## config.mk

```make
export PLATFORM = sky130hd
export DESIGN_NAME = logic_engine_arbiter
export DESIGN_NICKNAME = d
export VERILOG_FILES = /design/src/rtl/logic_engine_defs.sv /design/src/rtl/logic_engine.sv /design/src/rtl/logic_engine_arbiter.sv
export SDC_FILE = /design/constraint.sdc
export NUM_CORES = 1
export LEC_CHECK = 0
export CAP_MARGIN = 30
export CELL_PAD_IN_SITES_DETAIL_PLACEMENT = 0
export CELL_PAD_IN_SITES_GLOBAL_PLACEMENT = 2
export CORE_MARGIN = 8
export CORE_UTILIZATION = 27
export CTS_CLUSTER_DIAMETER = 60
export DETAILED_ROUTE_END_ITERATION = 7
export PLACE_DENSITY = 0.85
export SYNTH_ARGS = -nofsm -noshare
export SYNTH_HDL_FRONTEND = slang
export SYNTH_SLANG_ARGS = --single-unit
```

## constraint.sdc

```tcl
create_clock -name i_clk -period 1.6 [get_ports i_clk]
set_clock_uncertainty 0.15 [all_clocks]
set_input_delay 0.32 -clock i_clk [delete_from_list [all_inputs] [get_ports i_clk]]
set_output_delay 0.32 -clock i_clk [all_outputs]
set_load 0.05 [all_outputs]
```

## src/rtl/logic_engine_defs.sv

```systemverilog
// Shared definitions for the logic engine and its two-port arbiter:
// opcode values and the arbiter FSM state encoding.
package logic_engine_defs;

  localparam int unsigned DATA_W = 8;

  localparam logic [1:0] OP_OR   = 2'b00;
  localparam logic [1:0] OP_NAND = 2'b01;
  localparam logic [1:0] OP_NOR  = 2'b10;
  localparam logic [1:0] OP_AND  = 2'b11;

  typedef enum logic [1:0] {
    ST_IDLE = 2'd0,
    ST_EXEC = 2'd1,
    ST_RESP = 2'd2
  } state_t;

  // Round-robin pick: a lone valid requester wins, a tie goes to the
  // requester that was not served last.
  function automatic logic pick_winner(input logic v0, input logic v1,
                                       input logic last_grant);
    logic w;
    w = v1;
    if (v0 && v1) w = ~last_grant;
    return w;
  endfunction

endpackage

```

## src/rtl/logic_engine.sv

```systemverilog
// Combinational bitwise logic unit: OR, NAND, NOR, AND selected by a 2-bit opcode.
module logic_engine
  import logic_engine_defs::*;
#(
  parameter int WIDTH = 8
) (
  input  logic [WIDTH-1:0] i_a,
  input  logic [WIDTH-1:0] i_b,
  input  logic [1:0]       i_instruction,
  output logic [WIDTH-1:0] out
);

  always_comb begin
    out = '0;
    case (i_instruction)
      OP_OR:   out = i_a | i_b;
      OP_NAND: out = ~(i_a & i_b);
      OP_NOR:  out = ~(i_a | i_b);
      OP_AND:  out = i_a & i_b;
      default: out = '0;
    endcase
  end

endmodule

```

## src/rtl/logic_engine_arbiter.sv

```systemverilog
// Two-requester round-robin front end for one shared logic_engine.
// Each operation takes IDLE (accept) -> EXEC (compute, register) -> RESP (hold until consumed).
module logic_engine_arbiter
  import logic_engine_defs::*;
#(
  parameter int WIDTH = DATA_W
) (
  input  logic             i_clk,
  input  logic             i_rst,
  input  logic             i_req0_valid,
  output logic             o_req0_ready,
  input  logic [WIDTH-1:0] i_req0_a,
  input  logic [WIDTH-1:0] i_req0_b,
  input  logic [1:0]       i_req0_instr,
  output logic             o_rsp0_valid,
  output logic [WIDTH-1:0] o_rsp0_data,
  input  logic             i_rsp0_ready,
  input  logic             i_req1_valid,
  output logic             o_req1_ready,
  input  logic [WIDTH-1:0] i_req1_a,
  input  logic [WIDTH-1:0] i_req1_b,
  input  logic [1:0]       i_req1_instr,
  output logic             o_rsp1_valid,
  output logic [WIDTH-1:0] o_rsp1_data,
  input  logic             i_rsp1_ready,
  output logic             o_busy,
  output logic             o_grant,
  output logic [1:0]       o_state
);

  // Handshake rule on every channel: a transfer happens on the rising edge
  // where valid and ready are both high; a valid response stays asserted with
  // stable data until that edge, and request ready never depends on ready-less
  // feedback from the same requester.

  state_t           state_q;
  state_t           state_d;
  logic             last_grant_q;
  logic             grant_q;
  logic [WIDTH-1:0] a_q;
  logic [WIDTH-1:0] b_q;
  logic [1:0]       instr_q;
  logic [WIDTH-1:0] engine_out;

  logic             any_valid;
  logic             winner;
  logic             accept;
  logic             rsp_take;
  logic             ready0;
  logic             ready1;

  assign any_valid = i_req0_valid | i_req1_valid;
  assign winner    = pick_winner(i_req0_valid, i_req1_valid, last_grant_q);
  assign rsp_take  = grant_q ? i_rsp1_ready : i_rsp0_ready;
  assign accept    = (state_q == ST_IDLE) && any_valid;

  logic_engine #(
    .WIDTH(WIDTH)
  ) u_engine (
    .i_a          (a_q),
    .i_b          (b_q),
    .i_instruction(instr_q),
    .out          (engine_out)
  );

  always_ff @(posedge i_clk or posedge i_rst) begin
    if (i_rst) begin
      state_q <= ST_IDLE;
    end else begin
      state_q <= state_d;
    end
  end

  always_comb begin
    state_d = state_q;
    ready0  = 1'b0;
    ready1  = 1'b0;
    case (state_q)
      ST_IDLE: begin
        if (any_valid) begin
          state_d = ST_EXEC;
          ready0  = ~winner;
          ready1  = winner;
        end
      end
      ST_EXEC: state_d = ST_RESP;
      ST_RESP: begin
        if (rsp_take) state_d = ST_IDLE;
      end
      default: state_d = ST_IDLE;
    endcase
  end

  // Operands are captured from the winner only, so later request changes
  // cannot disturb the operation already in flight.
  always_ff @(posedge i_clk or posedge i_rst) begin
    if (i_rst) begin
      a_q          <= '0;
      b_q          <= '0;
      instr_q      <= '0;
      grant_q      <= 1'b0;
      last_grant_q <= 1'b1;
    end else begin
      if (accept) begin
        a_q     <= winner ? i_req1_a     : i_req0_a;
        b_q     <= winner ? i_req1_b     : i_req0_b;
        instr_q <= winner ? i_req1_instr : i_req0_instr;
        grant_q <= winner;
      end
      if ((state_q == ST_RESP) && rsp_take) begin
        last_grant_q <= grant_q;
      end
    end
  end

  always_ff @(posedge i_clk or posedge i_rst) begin
    if (i_rst) begin
      o_rsp0_valid <= 1'b0;
      o_rsp0_data  <= '0;
      o_rsp1_valid <= 1'b0;
      o_rsp1_data  <= '0;
    end else begin
      case (state_q)
        ST_EXEC: begin
          if (grant_q) begin
            o_rsp1_data  <= engine_out;
            o_rsp1_valid <= 1'b1;
          end else begin
            o_rsp0_data  <= engine_out;
            o_rsp0_valid <= 1'b1;
          end
        end
        ST_RESP: begin
          if (rsp_take) begin
            o_rsp0_valid <= 1'b0;
            o_rsp1_valid <= 1'b0;
          end
        end
        default: ;
      endcase
    end
  end

  assign o_req0_ready = ready0;
  assign o_req1_ready = ready1;
  assign o_busy       = (state_q != ST_IDLE);
  assign o_grant      = grant_q;
  assign o_state      = state_q;

endmodule

```

==> flow_summary_export.csv <==
group,metric,value,unit
synth,ys_seq_elements,40,
clock_tree,cts.sinks,40,
synth,ys_seq_area_share,43.0,%
clock_tree,numCtsBuffers,5,
job,drv_cap,0,
grt,grt_max_degree,41,
route,drt-initial-drc-count,78,
floorplanning,die_h,109,um
worst_setup_path,crit_path_end_kind,"output pin",
cells_and_area,final_net_count,345,
route,drc,0,
clock_tree,htreeDepth,2,
worst_setup_path,crit_family,"flip-flops",
synth,synth_edf_count,0,
timing,relSlewSlack,79.2,%
floorplanning,die_w,109,um
cells_and_area,drive_gt1_share,36.8,%
worst_setup_path,cp.depth,4,
timing,slew_violations,0,
synth,yosysTopAreaCell,"dfrtp_1",
worst_setup_path,cp_num_buf_inv,2,
synth,synth_common_cells,"nand3_1, dfrtp_1, mux2_4, nand2_1, o21ai_0",
pwr,cellPowerDensity,2080,mW/mm^2
timing,period_share,113,%
worst_setup_path,max_stage_delay,0.57,ns
grt,grt_pass1_wl,9600,um
route,vias_per_cell,4.59,
route,vias,1890,
synth,synth_top_area_share,41.8,%
run_status,outcome,"complete, but fails checks",
placement,place_congestion,0.755,
synth,yosys_warnings,0,
cells_and_area,area_growth,60.6,%
worst_setup_path,slowest_stage,"dfstp_2",
placement,io_buffers,65,
pwr,power,0.00778,W
synth,netlist_area,0.00233,sq mm
worst_setup_path,required,1.13,ns
grt,grt_overflow,0,
synth,syn_inst,215,
timing,period_minus_slack,1.81,ns
pwr,ir_drop,1080,uV
clock_tree,clk_path_buf_depth,2,
floorplanning,rows,34,
placement,dp_hpwl,4360,um
synth,synth_most_common_cell,"nand3_1",
route,ant_nets,0,
worst_setup_path,path_class,"flip-flop to output pin",
floorplanning,ios,66,
worst_setup_path,cp-start-kind,"flip-flop",
worst_setup_path,crit_arrival,1.34,ns
worst_setup_path,worstPathMaxFanout,2,
worst_setup_path,worstPathCellList,"a21boi_4 -> buf_6 -> and2_4 -> buf_12",
clock_tree,clock_latency,0.28,ns
route,wirelength,5770,um
synth,synth_top_flop_cell,"dfrtp_1",
hold_path,hold_class,"input pin to async pin",
floorplanning,fp.coreArea,0.00855,sq mm
clock_tree,ctsRootBufferMaster,"clkbuf_8",
clock_tree,cts_tree,"built",
pwr,leakagePower,1.69,nW
floorplanning,dieArea,0.0119,sq mm
timing,timing.fmax,552,MHz
cells_and_area,post-route-util,43.8,%
grt,antenna_found_initial,0,
grt,grt_pass1_vias,1919,
run_status,violations,"negative setup slack",
route,wl_per_cell,14.0,um
timing,tightestPinTransition,0.313,ns
synth,synth_cell_type_count,32,
synth,async_flop_share,100,%
timing,setup_ws,-0.211,ns
timing,rsz0062_at_grt,"yes",
floorplanning,initial_core_util,27.3,%
synth,avgSynthCellArea,10.8,sq um
route,first_pass_iters,4,
timing,setup_violations,20,
clock_tree,clkTransAtPathRegs,0.08,ns
worst_setup_path,r2r_cells,5,
synth,synthTopCellsByArea,"dfrtp_1, mux2_4, nand3_1",
cells_and_area,antenna_cells,0,
grt,grt.total_usage,10.2,%
timing,final_hold_viol_count,0,
synth,syn_nets,257,
worst register-to-register path: cells and delay by family, from the launching register on:
kind	cells	cell delay [ns]
flops	1	0.57
mux	2	0.55
buf+inv	2	0.28
compound gates	1	0.07
logic make-up after synthesis:
| kind of cell | after synthesis | share of synthesized area (%) |
|---|---|---|
| buffers and inverters | 17 | 4.61 |
| multiplexers | 37 | 23.7 |
| AO/OA/AOI/OAI | 25 | 6.28 |
| flip-flops | 40 | 43.0 |
| AND/OR/NAND/NOR | 96 | 22.5 |
worst paths after layout:
check,slack [ns],from,end
min reg2reg,0.39,o_rsp0_data[1],o_rsp0_data[1]
min in group i_clk,0.39,o_rsp0_data[1],o_rsp0_data[1]
max in group asynchronous,0.79,i_rst,last_grant_q
max reg2reg,-0.13,last_grant_q,b_q[6]
min,0.25,i_rst,o_rsp1_data[6]
max,-0.21,last_grant_q,o_req1_ready
state kept, by name, indices dropped and copies added (netlist names):
| name | cells |
|---|---|
| b_q | 8 |
| a_q | 8 |
| o_rsp1_valid | 1 |
| o_grant | 1 |
| last_grant_q | 1 |
| o_rsp0_valid | 1 |
| o_state | 2 |
| o_rsp1_data | 8 |
| instr_q | 2 |
| o_rsp0_data | 8 |
layout make-up:
type | instances | area (sq um)
Timing Repair Buffer | 93 | 1190
Multi-Input combinational cell | 158 | 1260
Tap cell | 108 | 135
Clock inverter | 1 | 30.0
Inverter | 5 | 26.3
Fill cell | 784 | 4810
Sequential cell | 40 | 1010
Clock buffer | 7 | 96.3
per-stage QoR:
| step | setup WS (ns) | cells | area (sq um) | hold slack, ns | TNS [ns] |
|---|---|---|---|---|---|
| CTS | -0.226 | 406 | 3680 | 0.257 | -2.62 |
| detailed placement | -0.499 | 391 | 3440 | 0.387 | -9.64 |
| finish | -0.211 | 412 | 3740 | 0.245 | -2.46 |
| global placement | -0.471 | 391 | 3440 | 0.380 | -9.21 |
| global route | -0.261 | 412 | 3740 | 0.280 | -3.32 |
| floorplan | -0.112 | 215 | 2360 | 0.358 | -1.06 |
layout by cell type, fill, tap and decap left out, drive strengths merged:
cell type      netlist  routed
nor4bb               1       1
and4bb               1       1
dfstp                1       1
nand3b               2       2
or3                  8       8
mux2                37      37
a21boi               1       1
bufinv               0       1
buf                  9      52
dfrtp               39      39
o2bb2ai              2       2
dlygate4sd2          0       2
inv                  5       5
nor2                 5       5
clkbuf               3       7
and2                 1       1
and4b                1       1
nand3               40      40
a21o                 1       1
nor3                 8       8
a31oi                1       1
o21ai               18      18
nand2               19      19
clkdlybuf4s50        0      39
nor4b                1       1
and3                 8       8
or3b                 1       1
a21oi                2       2
report_power, final:
group          switching, W  internal, W
registers          0.000626      0.00153
logic               0.00222      0.00252
clock network      0.000338     0.000550
per-layer routing:
metal,vias to the layer above,share of wire [%],global-route usage [%]
met5,-,0,0
met4,0,1.4,3.52
met3,5,5.2,2.84
met2,40,47,16.2
met1,883,46,12.9
li1,962,-,-
what timing repair did:
item                       CTS  global route
gates resized for setup     14             4
buffers inserted             6             6
pin swaps                    1             0
hold buffers                 0             0
gates cloned                 1             0
setup endpoints to repair   21            29
Power figures use the tool's default switching activity.
==> edit 1: new RTL, same settings <==
The package constant `DATA_W` goes from 8 to 7.
--- a/src/rtl/logic_engine_defs.sv
+++ b/src/rtl/logic_engine_defs.sv
@@ -2,7 +2,7 @@
 // opcode values and the arbiter FSM state encoding.
 package logic_engine_defs;
 
-  localparam int unsigned DATA_W = 8;
+  localparam int unsigned DATA_W = 7;
 
   localparam logic [1:0] OP_OR   = 2'b00;
   localparam logic [1:0] OP_NAND = 2'b01;
Interface: changed (6 resized); port bits go from 66 to 60. The function was not compared with the original's and may differ.
==> edit 1 against the unedited design <==
The flow still finishes with violations (setup timing). Area after synthesis decreased by 13%. Combinational power decreased by 12%. Sequential cell count decreased by 4. Wire length decreased by 5.7%. Cell count decreased by 11%. Via count decreased by 7.8%. Setup slack improved by 92 ps. Register-to-register slack improved by 60 ps. Count of clock-buffer cells in the layout unchanged. Die area decreased by 11%. Cell area decreased by 13%. Critical path depth unchanged. Total power decreased by 12%. Largest power group unchanged.
==> edit 1: results <==
status:
  outcome: "finished with violations"
  violations: "setup timing"
sta:
  holdWs_ps: 230.9
  worstMarginPinSlew_ps: 376.7
  timing.final.ws_setup_ps: -119.2
  fmax_mhz: 581.7
  setup_viol: 20
detailed_routing:
  drtIter0Drc: 89
  first_pass_iters: 4
  num_vias: 1742
  wl_per_cell_um: 14.82
clock_network:
  clkLatencyLatePin_ps: 280
  cts.reportedPaths.clkPinSlew_ps: 60
yosys:
  synth_seq_area_share: 0.4459
  synthesis.nets: 230
  synth_common_cells: "dfrtp_1, nand3_1, nand2_1, mux2_2, mux2_4"
  ys.flop_type: "dfrtp_1"
  synthTopCellsByArea: "dfrtp_1, mux2_4, mux2_2, nand3_1, o21ai_0"
  yosys.cell_types.count: 31
place:
  gp_congestion: 0.7440
  portBuffers: 59
  place_area_um2: 3043
  dp_hpwl_um: 4095
global_routing:
  grt_use_total: 0.1110
  grt_pass1_vias: 1774
  grt_pass1_wl_um: 9190
  grt_max_degree: 37
worst_setup_path:
  ff2ff_path_depth: 4
  worstPathArrival_ps: 1250
  rrSetupSlack_ps: -70
  critPathSlowestCell: "dfrtp_2"
  critPathMaxStageDelay_ps: 430
pwr:
  peakVddDrop_uv: 705.2
  p_leak_nw: 1.448
layout:
  nFillCells: 694
  drive_above_1_share: 0.3657
  nNetsFinal: 306
worst_hold_path:
  hold_class: "in2async"
edit 1: final cells by class:
| cell class | instances | area (µm²) | area share |
|---|---|---|---|
| multi-input combinational | 142 | 1127 | 0.3449 |
| inverter | 5 | 23.77 | 0.007274 |
| tap | 99 | 123.9 | 0.03790 |
| clock buffer | 7 | 96.34 | 0.02948 |
| sequential | 36 | 907.1 | 0.2776 |
| timing repair buffer | 78 | 989.7 | 0.3028 |
edit 1: metrics by stage:
stage	std cells	setup slack [ps]	setup TNS (ps)
after floorplan	192	-89.27	-1309
after global placement	355	-445.7	-7636
after detailed placement	355	-478.5	-8087
after CTS	367	-205.2	-2293
after global routing	367	-166.3	-1736
final	367	-119.2	-753.1
edit 1: worst max-delay path by stage:
stage / start / to / slack (ps) / cells after the start
after floorplan: o_state[0] / a_q[0] / -90 / 6
after global placement: i_req1_valid / b_q[3] / -450 / 5
after detailed placement: i_req1_valid / b_q[3] / -480 / 5
after CTS: last_grant_q / o_req1_ready / -210 / 4
after global routing: o_state[1] / o_req1_ready / -170 / 4
final: o_state[1] / o_req1_ready / -120 / 4
edit 1: power breakdown:
group          internal, W  total (W)  switching (W)
combinational      0.00220    0.00417        0.00197
clock             0.000383   0.000694       0.000310
sequential         0.00138    0.00199       0.000606
total              0.00396    0.00685        0.00289
edit 1: routing by layer:
metal / vias up / track usage / wire length (µm)
met2: 55 / 0.1703 / 2414
li1: 849 / - / -
met1: 832 / 0.1482 / 2660
met5: - / 0 / 0
met4: 0 / 0.04063 / 79
met3: 6 / 0.02566 / 285
edit 1: repair_timing:
action,in CTS,in global routing
gates resized for setup,8,20
endpoints found under the setup margin,20,33
hold endpoints to repair,0,0
pin swaps,4,11
setup buffers,5,1
edit 1: cell families after synthesis:
group	after synthesis	share of synthesized area
buffers and inverters	14	0.03834
and+or+nand+nor	86	0.2313
muxes	33	0.2134
AOI/OAI and AO/OA	23	0.07113
DFF	36	0.4459
edit 1: worst reg2reg max path: stages (launching register included):
cell	delay [ps]
dfstp_2	390
a21boi_4	210
buf_12	200
mux2_2	360
mux2_2	260
==> edit 2: new RTL, same settings <==
Made on the original files. Reset style: synchronous (`i_rst`), changed in 3 clocked blocks.
--- a/src/rtl/logic_engine_arbiter.sv
+++ b/src/rtl/logic_engine_arbiter.sv
@@ -63,7 +63,7 @@
     .out          (engine_out)
   );
 
-  always_ff @(posedge i_clk or posedge i_rst) begin
+  always_ff @(posedge i_clk) begin
     if (i_rst) begin
       state_q <= ST_IDLE;
     end else begin
@@ -93,7 +93,7 @@
 
   // Operands are captured from the winner only, so later request changes
   // cannot disturb the operation already in flight.
-  always_ff @(posedge i_clk or posedge i_rst) begin
+  always_ff @(posedge i_clk) begin
     if (i_rst) begin
       a_q          <= '0;
       b_q          <= '0;
@@ -113,7 +113,7 @@
     end
   end
 
-  always_ff @(posedge i_clk or posedge i_rst) begin
+  always_ff @(posedge i_clk) begin
     if (i_rst) begin
       o_rsp0_valid <= 1'b0;
       o_rsp0_data  <= '0;
Behaviour: differs if i_rst is asserted again (counterexample within 4 cycles, from zero or initial values and one cycle with i_rst high); with i_rst held inactive, the same outputs for 10 cycles.
==> edit 2 against the unedited design <==
The run still ends with setup timing left. Hold slack improved by 130 ps. Non-clock buffer count shrank 7. Register-to-register slack improved by 160 ps. Synthesized cell count increased by 14%. Count of clock-buffer cells in the layout increased by 1. Sequential cell count did not move. Wire length up 8.7%. Area after synthesis decreased by 11%. Setup slack better by 180 ps. Cell area decreased by 12%. Utilization fell by 0.18 points. Highest routed layer unchanged.
Power is not compared: it rests on default switching activity, and its combinational part moved more than twofold at a synthesized area within 25%.
==> edit 2: results <==
yosys:
  syn_inst: 246
  synthesis.nets: 288
  synthTopCellsByArea: "dfxtp_1, mux2i_1, a21oi_1, a211oi_1, nor3_1"
  async_flop_share: 0
  synth_common_cells: "dfxtp_1, a21oi_1, nor3_1, nor2_1, mux2i_1"
  synth_seq_area_share: 0.3872
  yosys.cell_types.count: 31
clock_network:
  cts.reportedPaths.clkPinSlew_ps: 70
  cts_made_buffers: 5
  root_buffer: "clkbuf_8"
  clkLatencyLatePin_ps: 290
sta:
  setup_viol: 2
  timing.final.ws_setup_ps: -33.89
  final_hold_viol_count: 0
  relSlewSlack: 0.6831
global_routing:
  antenna_found_initial: 0
  grt_use_total: 0.1172
  grt_pass1_vias: 2072
  grt_max_degree: 41
  grt_pass1_wl_um: 10420
detailed_routing:
  ant_nets: 0
  num_vias: 2021
  vias_per_cell: 4.800
  drtIter0Drc: 56
  wl_per_cell_um: 14.89
worst_setup_path:
  worstPathArrival_ps: 1160
  rrSetupSlack_ps: 30
  crit_fanout: 3
  r2r_end: "o_rsp0_data[1]"
  r2r-start: "o_state[0]"
worst_hold_path:
  hp-start: "o_rsp0_valid"
  hold_class: "reg2reg"
  hold_path_end: "o_rsp0_valid"
  hold_depth: 2
place:
  gp_congestion: 0.7332
  dp_hpwl_um: 4652
  dpl.cell_count: 408
  place_area_um2: 3142
status:
  outcome: "finished with violations"
  violations: "setup timing"
layout:
  nNetsFinal: 360
  drive_above_1_share: 0.2320
## edit 2: changes by cell type after synthesis, moves of 6 or more
cell,change
dfrtp_1,-39
nor4_1,+16
a211oi_1,+18
o21ai_0,-14
nor3_1,+16
a21oi_1,+30
buf_2,+6
mux2_4,-36
nand2_1,-17
nand3_1,-32
a21oi_2,+8
dfxtp_1,+40
nor2_1,+17
mux2i_1,+19
## edit 2: area by class of cell
cell class,count,area (µm²)
fillers,740,4267
multi-input cells,181,1176
repair buffers,86,1075
flip-flops and latches,40,813.3
well taps,102,127.6
clock buffers,8,90.09
inverters,4,18.77
## edit 2: worst max-delay path by stage
stage / end / start / cells after the start / slack [ps]
3_3_place_gp: o_req0_ready / i_req1_valid / 5 / -350
4_1_cts: o_req1_ready / last_grant_q / 4 / -40
2_1_floorplan: o_rsp0_data[0] / o_state[1] / 5 / -20
3_5_place_dp: o_req0_ready / i_req1_valid / 5 / -380
5_1_grt: o_req0_ready / o_state[0] / 4 / -80
6_report: o_req1_ready / i_req1_valid / 5 / -30
## edit 2: logic make-up after synthesis
kind of cell | share of synthesized area
compound gates | 0.1912
buf+inv | 0.06231
flops | 0.3872
mux | 0.09195
simple gates | 0.2674
## edit 2: worst max-delay path: stages
cell           delay [ps]
dlygate4sd2_1         250
a21boi_4              260
nand2_2               110
clkinvlp_4            100
buf_12                130
## edit 2: repair_timing
action,CTS,global route
pin swaps,5,1
resized for setup,8,4
setup endpoints to repair,2,17
buffers inserted,5,0
## edit 2: power by group through the flow
| stage | Sequential, W | Clock (W) | Combinational [W] |
|---|---|---|---|
| after CTS | 0.00121 | 0.000717 | 0.00107 |
| final | 0.00121 | 0.000698 | 0.00107 |
| after global placement | 0.00124 | 0 | 0.00102 |
| after detailed placement | 0.00124 | 0 | 0.00103 |
| after global routing | 0.00123 | 0.000760 | 0.00115 |
| after floorplan | 0.00133 | 0 | 0.000491 |
## edit 2: stage by stage
stage | setup slack (ps) | total power [W] | TNS (ps) | hold slack, ps
floorplan | -18.33 | 0.001826 | -162.3 | 338.8
global placement | -346.2 | 0.002260 | -4915 | 355.2
detailed placement | -376.3 | 0.002273 | -5875 | 364.9
CTS | -41.90 | 0.002999 | -60.70 | 377.0
global route | -77.72 | 0.003140 | -251.0 | 403.9
finish | -33.89 | 0.002978 | -41.67 | 372.0
## edit 2: per-layer routing
metal  up-vias  part of all wire  global-route usage
met5         -                 0                   0
met4         0             0.011             0.03463
met1       901              0.45              0.1448
met3         4             0.049             0.03036
met2        52              0.49              0.1943
li1       1064                 -                   -
